--- src/rtl/bascomp_pkg.sv ---
//==============================================================================
// Package : bascomp_pkg
// Shared types and constants for the basic-computer instruction sequencer.
// Revision: 1.0
//==============================================================================
`default_nettype none

package bascomp_pkg;

   localparam int SC_WIDTH_DEF  = 4;
   localparam int OPC_WIDTH_DEF = 3;

   // Opcode of the register-reference / IO group; its I bit never means indirect
   localparam logic [2:0] OPC_REG_IO = 3'b111;

   localparam int T0 = 0;
   localparam int T1 = 1;
   localparam int T2 = 2;
   localparam int T3 = 3;

   typedef enum logic [2:0] {
      IDLE     = 3'd0,
      FETCH    = 3'd1,
      DECODE   = 3'd2,
      INDIRECT = 3'd3,
      EXECUTE  = 3'd4,
      INTR     = 3'd5,
      HALT     = 3'd6
   } seq_state_t;

endpackage

`default_nettype wire

--- src/rtl/seq_counter.sv ---
//==============================================================================
// Module : seq_counter
// Sequence counter with synchronous clear/increment and an all-ones flag.
// Revision: 1.0
//==============================================================================
`default_nettype none

module seq_counter #(
   parameter int WIDTH = 4
) (
   input  logic             clk,
   input  logic             rst_n,
   input  logic             i_clr,
   input  logic             i_inc,
   output logic [WIDTH-1:0] o_count,
   output logic             o_all_ones
);

   logic [WIDTH-1:0] r_count;

   always_ff @(posedge clk or negedge rst_n) begin
      if (!rst_n)
         r_count <= '0;
      else if (i_clr)
         r_count <= '0;
      else if (i_inc)
         r_count <= r_count + WIDTH'(1);
   end

   assign o_count    = r_count;
   assign o_all_ones = &r_count;

endmodule

`default_nettype wire

--- src/rtl/instr_sequencer.sv ---
//==============================================================================
// Module : instr_sequencer
// Instruction-cycle controller: SC, phase FSM, fetch/decode/indirect strobes.
// Optional interrupt cycle enabled by macro INSTR_SEQ_INTERRUPT_EN.
// Revision: 1.0
//==============================================================================
`default_nettype none

module instr_sequencer
   import bascomp_pkg::*;
#(
   parameter int SC_WIDTH  = SC_WIDTH_DEF,
   parameter int OPC_WIDTH = OPC_WIDTH_DEF
) (
   input  logic                 clk,
   input  logic                 rst_n,
   input  logic                 start,
   input  logic [OPC_WIDTH-1:0] ir_opcode,
   input  logic                 ir_i,
   input  logic                 sc_clr,
   input  logic                 halt_req,
   input  logic                 irq,
   input  logic                 ien,
   output logic [OPC_WIDTH-1:0] dec_sel,
   output logic [SC_WIDTH-1:0]  t_state,
   output logic                 ind,
   output logic                 running,
   output logic                 ar_from_pc,
   output logic                 ir_load,
   output logic                 pc_inc,
   output logic                 ar_from_ir,
   output logic                 ar_from_mem,
   output logic                 seq_err,
   output logic                 int_ack
);

   seq_state_t           r_state;
   seq_state_t           w_state_nxt;
   logic [OPC_WIDTH-1:0] r_dec_sel;
   logic                 r_ind;
   logic                 r_seq_err;
   logic                 w_sc_clr;
   logic                 w_sc_inc;
   logic                 w_sc_ones;
   logic                 w_err_set;
   logic                 w_dec_load;
   logic                 w_take_int;

   seq_counter #(.WIDTH(SC_WIDTH)) u_sc (
      .clk        (clk),
      .rst_n      (rst_n),
      .i_clr      (w_sc_clr),
      .i_inc      (w_sc_inc),
      .o_count    (t_state),
      .o_all_ones (w_sc_ones)
   );

`ifdef INSTR_SEQ_INTERRUPT_EN
   logic r_r;

   always_ff @(posedge clk or negedge rst_n) begin
      if (!rst_n)
         r_r <= 1'b0;
      else if (r_state == INTR && t_state == SC_WIDTH'(T2))
         r_r <= 1'b0;
      else if (r_state == EXECUTE && sc_clr && !halt_req && ien && irq)
         r_r <= 1'b1;
   end

   assign w_take_int = r_r | (ien & irq);
`else
   logic w_unused_int;
   assign w_unused_int = irq ^ ien;
   assign w_take_int   = 1'b0;
`endif

   always_ff @(posedge clk or negedge rst_n) begin
      if (!rst_n) begin
         r_state   <= IDLE;
         r_dec_sel <= '0;
         r_ind     <= 1'b0;
         r_seq_err <= 1'b0;
      end else begin
         r_state <= w_state_nxt;
         if (w_dec_load) begin
            r_dec_sel <= ir_opcode;
            r_ind     <= ir_i;
         end
         if (w_err_set)
            r_seq_err <= 1'b1;
      end
   end

   always_comb begin
      w_state_nxt = r_state;
      w_sc_clr    = 1'b0;
      w_sc_inc    = 1'b0;
      w_err_set   = 1'b0;
      w_dec_load  = 1'b0;
      case (r_state)
         IDLE, HALT: begin
            if (start) begin
               w_state_nxt = FETCH;
               w_sc_clr    = 1'b1;
            end
         end
         FETCH: begin
            w_sc_inc = 1'b1;
            if (t_state == SC_WIDTH'(T1))
               w_state_nxt = DECODE;
         end
         DECODE: begin
            w_sc_inc   = 1'b1;
            w_dec_load = 1'b1;
            if (ir_opcode != OPC_WIDTH'(OPC_REG_IO) && ir_i)
               w_state_nxt = INDIRECT;
            else
               w_state_nxt = EXECUTE;
         end
         INDIRECT: begin
            w_sc_inc    = 1'b1;
            w_state_nxt = EXECUTE;
         end
         EXECUTE: begin
            if (sc_clr) begin
               w_sc_clr = 1'b1;
               if (halt_req)
                  w_state_nxt = HALT;
               else if (w_take_int)
                  w_state_nxt = INTR;
               else
                  w_state_nxt = FETCH;
            end else if (w_sc_ones) begin
               // Overflow parks SC at all-ones rather than wrapping into a bogus T0
               w_err_set   = 1'b1;
               w_state_nxt = HALT;
            end else begin
               w_sc_inc = 1'b1;
            end
         end
         INTR: begin
            if (t_state == SC_WIDTH'(T2)) begin
               w_sc_clr    = 1'b1;
               w_state_nxt = FETCH;
            end else begin
               w_sc_inc = 1'b1;
            end
         end
         default: w_state_nxt = IDLE;
      endcase
   end

   always_comb begin
      running     = 1'b0;
      ar_from_pc  = 1'b0;
      ir_load     = 1'b0;
      pc_inc      = 1'b0;
      ar_from_ir  = 1'b0;
      ar_from_mem = 1'b0;
      int_ack     = 1'b0;
      case (r_state)
         FETCH: begin
            running    = 1'b1;
            ar_from_pc = (t_state == SC_WIDTH'(T0));
            ir_load    = (t_state == SC_WIDTH'(T1));
            pc_inc     = (t_state == SC_WIDTH'(T1));
         end
         DECODE: begin
            running    = 1'b1;
            ar_from_ir = (t_state == SC_WIDTH'(T2));
         end
         INDIRECT: begin
            running     = 1'b1;
            ar_from_mem = (t_state == SC_WIDTH'(T3));
         end
         EXECUTE: running = 1'b1;
         INTR: begin
            running = 1'b1;
            pc_inc  = (t_state == SC_WIDTH'(T2));
`ifdef INSTR_SEQ_INTERRUPT_EN
            int_ack = 1'b1;
`endif
         end
         default: ;
      endcase
   end

   assign dec_sel = r_dec_sel;
   assign ind     = r_ind;
   assign seq_err = r_seq_err;

endmodule

`default_nettype wire

--- config.mk ---
export PLATFORM = sky130hd
export DESIGN_NAME = instr_sequencer
export DESIGN_NICKNAME = d
export VERILOG_FILES = /design/src/rtl/bascomp_pkg.sv /design/src/rtl/seq_counter.sv /design/src/rtl/instr_sequencer.sv
export SDC_FILE = /design/constraint.sdc
export NUM_CORES = 1
export LEC_CHECK = 0
export ABC_AREA = 1
export CORE_MARGIN = 5
export CORE_UTILIZATION = 25
export DETAILED_ROUTE_END_ITERATION = 8
export PLACE_DENSITY = 0.55
export SLEW_MARGIN = 0
export SYNTH_ARGS = -nofsm -noshare
export SYNTH_HDL_FRONTEND = slang
export SYNTH_SLANG_ARGS = --single-unit
--- constraint.sdc ---
create_clock -name clk -period 3.65 [get_ports clk]
set_input_delay 0.365 -clock clk [delete_from_list [all_inputs] [get_ports clk]]
set_output_delay 0.365 -clock clk [all_outputs]
set_load 0.03 [all_outputs]
==> results.tsv, run 1 <==
stage	metric	value	unit
timing	setup_viol	0	
finish	multi_input_area	454	sq um
timing	rsz0062_at_grt	false	
critical_path	cpMaxStageDelayCell	clkdlybuf4s50_1	
synth	synth_warnings	0	
floorplan	io_pins	27	
placed_design	pre_cts_ws	1.53	ns
placed_design	dp_hpwl	1610	microns
clocking	htree_levels	1	
critical_path	reg2reg_to	u_sc.o_count[2]	
critical_path	cp_common_cell	inv_1	
finish	drive_above_1_share	0.0857	
synth	syn_nets	130	
timing	fin_tns_setup	0	ns
critical_path	r2r_start	u_sc.o_count[0]	
critical_path	cp_slowest_stage_delay	0.69	ns
floorplan	rows	20	
route	routed_wl	1950	microns
timing	maxSlewViolCount	0	
grt	grt_start_max_net_pins	13	
grt	grt_pass1_wl	3180	microns
grt	grt_overflow	0	
synth	syn_inst	115	
critical_path	ff2ff_setup_slack	2.16	ns
critical_path	critical_path_peak_fanout	6	
route	postRouteAntennaNets	0	
floorplan	die_h	67.0	microns
power_and_ir_drop	p_leak	0.000556	uW
synth	yosys_most_used_dff	dfrtp_1	
route	wire_per_inst	10.6	microns
timing	min_period_over_period	0.663	
critical_path	arrival	2.05	ns
synth	synth.area.top_cells	dfrtp_1, nand2_1, nand3_1	
clocking	cts_setup_buffers	0	
timing	hold_viol	0	
clocking	holdBufCountCts	0	
critical_path	worstSetupEndpointType	primary output	
route	avgViaCountPerCell	4.36	
floorplan	core	0.00308	sq mm
timing	setup_ws	1.23	ns
grt	grt_pass1_vias	715	
synth	yosys.area.top_type_share	0.370	
finish	areaGrowthSynthToFinish	37.8	%
synth	ys_async_sr_fraction	1.00	
placed_design	io_buffers	23	
hold_path	hold_path.class	in2async	
clocking	cts_buffer_depth	2	
clocking	cts_root_buffer	clkbuf_4	
grt	grt_antenna_before_repair	0	
finish	fillers	328	
floorplan	start_util	0.263	
placed_design	placedCellCount	180	
synth	syn_area_per_cell	7.05	sq um
power_and_ir_drop	totalPowerFinal	1020	uW
floorplan	die_w	67.0	microns
power_and_ir_drop	vdd_ir_drop_max	0.285	mV
finish	stdcell_count	184	
clocking	cts.sinks	12	
grt	grt_usage	0.0938	
critical_path	crit_path_cell_trace	inv_1 > nor3_1 > inv_1 > o21ai_0 > clkdlybuf4s50_1	
synth	yosys.area.top_type	dfrtp_1	
finish	fin_util	0.363	
route	drc	0	
job	cap_violations	0	
synth	synth_area	811	sq um
route	drtPass1Iterations	4	
clocking	cts_resized	0	
synth	ys_types	20	
clocking	cts_tree	yes	
floorplan	dieArea	0.00448	sq mm
finish	final_net_count	156	
clocking	clkTransAtPathRegs	0.08	ns
finish	antennaDiodeCount	0	
route	num_vias	802	
critical_path	worst_ep_required_time	3.28	ns
timing	fmax	0.413	GHz
critical_path	critical_path_class	reg2out	
timing	tightest_slew	0.557	ns
clocking	worstSkewPairLatency	0.27	ns
timing	clock_skew	0.00339	ns
timing	period_needed	2.42	ns
timing	maxSlewHeadroom	0.627	
clocking	cts_buffers	3	
power_and_ir_drop	powerDensity	911	mW/mm^2
critical_path	path_delay_family	buffers and inverters	
critical_path	reg2reg_depth	9	
critical_path	startpoint_type	flop	
placed_design	place_congestion	0.846	
synth	synth_edf_count	0	
synth	ys_seq_elements	12	
critical_path	path_buf_inv	3	
route	drt_iter0_markers	31	
run_status	outcome	complete, no violations	
synth	seq_area_frac_synth	0.370	
finish	ff_latch_area	300	sq um
==> worst register-to-register path, cell delays in order (launching register included) <==
cell     delay [ns]
dfrtp_1        0.45
inv_1          0.11
ha_1           0.22
nand2_2        0.09
inv_1          0.04
nand2_1        0.07
nand2_1        0.06
nor2_2         0.20
nand3_1        0.12
nand2_1        0.07
==> cells in the mapped netlist (2+ instances only) <==
master / count
nand2_1: 40
o21ai_0: 4
nand4_1: 3
inv_1: 10
nand2_2: 3
o21bai_1: 2
buf_4: 2
dfrtp_1: 12
ha_1: 4
nand3_1: 12
nor2_1: 13
nor2_4: 2
==> report_power, final <==
group | leakage (uW) | internal [uW] | total [uW] | switching (uW)
clock network | 0.0000210 | 60.6 | 107 | 46.3
registers | 0.000151 | 194 | 265 | 70.5
logic | 0.000384 | 246 | 646 | 401
==> flip-flops by register name, indices dropped and copies added (netlist names) <==
name          count
seq_err           1
dec_sel           3
u_sc.o_count      4
ind               1
r_state           3
==> routing by layer <==
metal | up-vias | routed length, microns | global-route usage
met4 | 0 | 10 | 0.0380
li1 | 414 | - | -
met5 | - | 0 | 0
met3 | 2 | 149 | 0.0405
met1 | 369 | 929 | 0.124
met2 | 17 | 864 | 0.132
==> cells in the final DEF, fill, tap and decap left out, types with 2 or more instances in the layout <==
| master | synthesis | routed |
|---|---|---|
| nand2_1 | 40 | 40 |
| clkdlybuf4s50_1 | 0 | 23 |
| nor2_1 | 13 | 13 |
| nand3_1 | 12 | 12 |
| dfrtp_1 | 12 | 12 |
| inv_1 | 10 | 10 |
| o21ai_0 | 4 | 4 |
| ha_1 | 4 | 4 |
| nand2_2 | 3 | 3 |
| nand4_1 | 3 | 3 |
| clkbuf_4 | 0 | 3 |
| nor2_4 | 2 | 2 |
| o21bai_1 | 2 | 2 |
==> worst max-delay path by stage <==
stage	slack [ns]	cells after the start	end	from
final	1.23	5	pc_inc	r_state[0]
after global routing	1.10	5	pc_inc	r_state[0]
after CTS	1.21	5	pc_inc	r_state[0]
after detailed placement	1.53	5	pc_inc	r_state[0]
after global placement	1.55	5	pc_inc	r_state[0]
after floorplan	1.69	3	pc_inc	u_sc.o_count[3]
==> cell families (layout without fill, tap and decap cells) <==
group,Yosys count,after routing,synth area share
xor gates and xnor gates,2,2,0.0216
other,1,1,0.00463
and+or+nand+nor,77,77,0.429
DFF,12,12,0.370
AOI/OAI and AO/OA,6,6,0.0432
buffers and inverters,13,38,0.0694
adders and majority gates,4,4,0.0617
==> cell type report <==
class | count | share of cell area
Clock buffer | 4 | 0.0325
Sequential cell | 12 | 0.269
Tap cell | 44 | 0.0493
Timing Repair Buffer | 23 | 0.206
Multi-Input combinational cell | 90 | 0.406
Inverter | 11 | 0.0370
==> through the flow <==
stage	area (sq um)	hold slack (ns)
floorplan	811	0.0694
global placement	1080	0.471
detailed placement	1080	0.464
CTS	1120	0.460
global route	1120	0.490
finish	1120	0.448
(Power assumes the default switching activity.)
==> inputs of run 2 (changes only) <==
PLACE_DENSITY = 0.57   (was 0.55)
clock period = 2 ns   (was 3.65 ns; I/O delays follow)
==> run 2 against run 1 <==
  * Core utilization is 1.5 points higher
  * Combinational power is 100% higher
  * Flip-flop and latch count stayed put
  * Die area stayed put
  * Routed wire length is 2.5% higher
  * Sequential share of layout area is 1.0 points lower
  * Via count is 1.5% lower
  * Design area is 4.0% higher
  * Critical path type unchanged
  * Highest routed layer is now met3
  * Non-clock buffer count is 7 higher
  * Hold slack worse by 0.15 ns
  * Critical path depth is 1 lower
==> results.tsv, run 2 (synthesized netlist as in run 1, its figures left out) <==
stage	metric	value	unit	change
route	highest_layer	met3		
critical_path	ff2ff_setup_slack	0.52	ns	-1.64 ns
route	met3_length	164	microns	+10%
finish	antennaDiodeCount	0		unchanged
clocking	cts_buffers	3		unchanged
critical_path	worstSetupEndpointType	primary output		
clocking	cts_buffer_depth	2		unchanged
grt	grt_start_max_net_pins	13		unchanged
finish	final_common_cell	nand2_1		
finish	areaGrowthSynthToFinish	43.4	%	
timing	min_period_over_period	0.923		
finish	final_net_count	163		+4.5%
route	avgViaCountPerCell	4.14		-5.1%
route	drt_iter0_markers	9		-71%
timing	clock_skew	0.00227	ns	-0.00112 ns
grt	grt_pass1_wl	3390	microns	+6.5%
floorplan	rows	20		unchanged
critical_path	worst_ep_required_time	1.80	ns	-1.48 ns
route	num_vias	790		-1.5%
timing	whs	0.301	ns	-0.147 ns
finish	stdcell_count	191		+3.8%
floorplan	io_pins	27		unchanged
placed_design	dp_hpwl	1650	microns	+2.4%
placed_design	placedCellCount	187		+3.9%
timing	setup_viol	0		unchanged
power_and_ir_drop	p_leak	0.000614	uW	+10%
critical_path	reg2reg_depth	7		-2
finish	largest_reg_flops	4		unchanged
placed_design	place_congestion	0.821		-2.9%
grt	grt_usage	0.0969		+0.00313
floorplan	dieArea	0.00448	sq mm	unchanged
finish	final_cell_mix	nand2_1, clkdlybuf4s50_1, nor2_1, nand3_1, dfrtp_1		
timing	maxSlewViolCount	0		unchanged
timing	hold_viol	0		unchanged
floorplan	die_h	67.0	microns	unchanged
clocking	worstSkewPairLatency	0.27	ns	about the same
critical_path	arrival	1.65	ns	-0.40 ns
timing	setup_ws	0.153	ns	-1.08 ns
run_status	outcome	complete, no violations		
critical_path	critical_path_class	reg2out		
floorplan	start_util	0.263		unchanged
route	drc	0		unchanged
timing	maxSlewHeadroom	0.607		-0.0202
finish	drive_above_1_share	0.129		+0.0435
placed_design	io_buffers	23		unchanged
route	postRouteAntennaNets	0		unchanged
clocking	cts_root_buffer	clkbuf_4		
floorplan	core	0.00308	sq mm	unchanged
clocking	cts_tree	yes		
timing	period_needed	1.85	ns	
route	wire_per_inst	10.5	microns	-1.3%
critical_path	r2r_start	u_sc.o_count[0]		
job	cap_violations	0		unchanged
route	drtPass1Iterations	4		unchanged
route	routed_wl	2000	microns	+2.5%
route	met1Wirelength	995	microns	+7.1%
grt	grt_pass1_vias	779		+9.0%
timing	fin_tns_setup	0	ns	unchanged
grt	grt_overflow	0		unchanged
clocking	cts.sinks	12		unchanged
clocking	clkTransAtPathRegs	0.08	ns	about the same
timing	fmax	0.541	GHz	
critical_path	critical_path_peak_fanout	5		-1
grt	grt_antenna_before_repair	0		unchanged
clocking	htree_levels	1		unchanged
hold_path	hold_path.class	in2async		
floorplan	die_w	67.0	microns	unchanged
power_and_ir_drop	vdd_ir_drop_max	0.528	mV	+86%
placed_design	pre_cts_ws	0.149	ns	-1.38 ns
critical_path	reg2reg_to	u_sc.o_count[0]		
timing	rsz0062_at_grt	false		
power_and_ir_drop	powerDensity	1660	mW/mm^2	+82%
route	dr_wl_met2	842	microns	-2.5%
timing	tightest_slew	0.587	ns	+0.0303 ns
critical_path	startpoint_type	flop		
-- run 2: cell count changes in the layout (fill, tap and decap cells not counted) --
| cell | change |
|---|---|
| clkdlybuf4s50_1 | -6 |
| buf_4 | +7 |
| dlygate4sd2_1 | +6 |
-- run 2: routing by layer --
layer  GRT usage  vias up
met5           0        -
met4      0.0228        0
met3      0.0270        0
met2       0.144       25
met1       0.138      341
li1            -      424
-- run 2: worst max-delay path: stages, from the launching register on --
cell and delay (ns):
dfrtp_1 0.45, nor3_1 0.25, inv_1 0.13, o21ai_0 0.14
dlygate4sd2_1 0.41
-- run 2: power by group --
group,leakage (uW),internal (uW),total (uW),switching (uW)
Combinational,0.000441,506,1290,786
Clock,0.0000210,110,192,82.1
Sequential,0.000151,355,445,90.4
Total,0.000614,971,1930,958
-- run 2: stage by stage --
step	cell area, sq um	total power (uW)	utilization
floorplan	811	1290	-
global placement	1130	1760	0.368
detailed placement	1130	1770	0.368
CTS	1160	1950	0.378
global route	1160	2120	0.378
finish	1160	1930	0.378
-- run 2: area by class of cell --
| type | count | area (sq um) |
|---|---|---|
| Tap cell | 44 | 55.1 |
| Sequential cell | 12 | 300 |
| Multi-Input combinational cell | 90 | 454 |
| Fill cell | 330 | 1920 |
| Timing Repair Buffer | 30 | 275 |
| Inverter | 11 | 41.3 |
| Clock buffer | 4 | 36.3 |
-- run 2: how the worst max path moves through the flow --
stage	to	cells past startpoint	startpoint
after floorplan	pc_inc	3	u_sc.o_count[3]
after global placement	pc_inc	4	r_state[2]
final	pc_inc	4	r_state[2]
after global routing	pc_inc	5	r_state[0]
after CTS	pc_inc	5	u_sc.o_count[1]
after detailed placement	pc_inc	5	u_sc.o_count[1]
-- run 2: repair_timing --
action | CTS | global route
endpoints found under the setup margin | 6 | 0
hold buffers | 0 | 0
resized for setup | 6 | 0
buffers inserted | 0 | 0
==> inputs of run 3 (changes only) <==
CTS_CLUSTER_DIAMETER = 200   (was default)
==> results of run 3 <==
No change in the layout: final DEF, timing and power equal those of run 2.
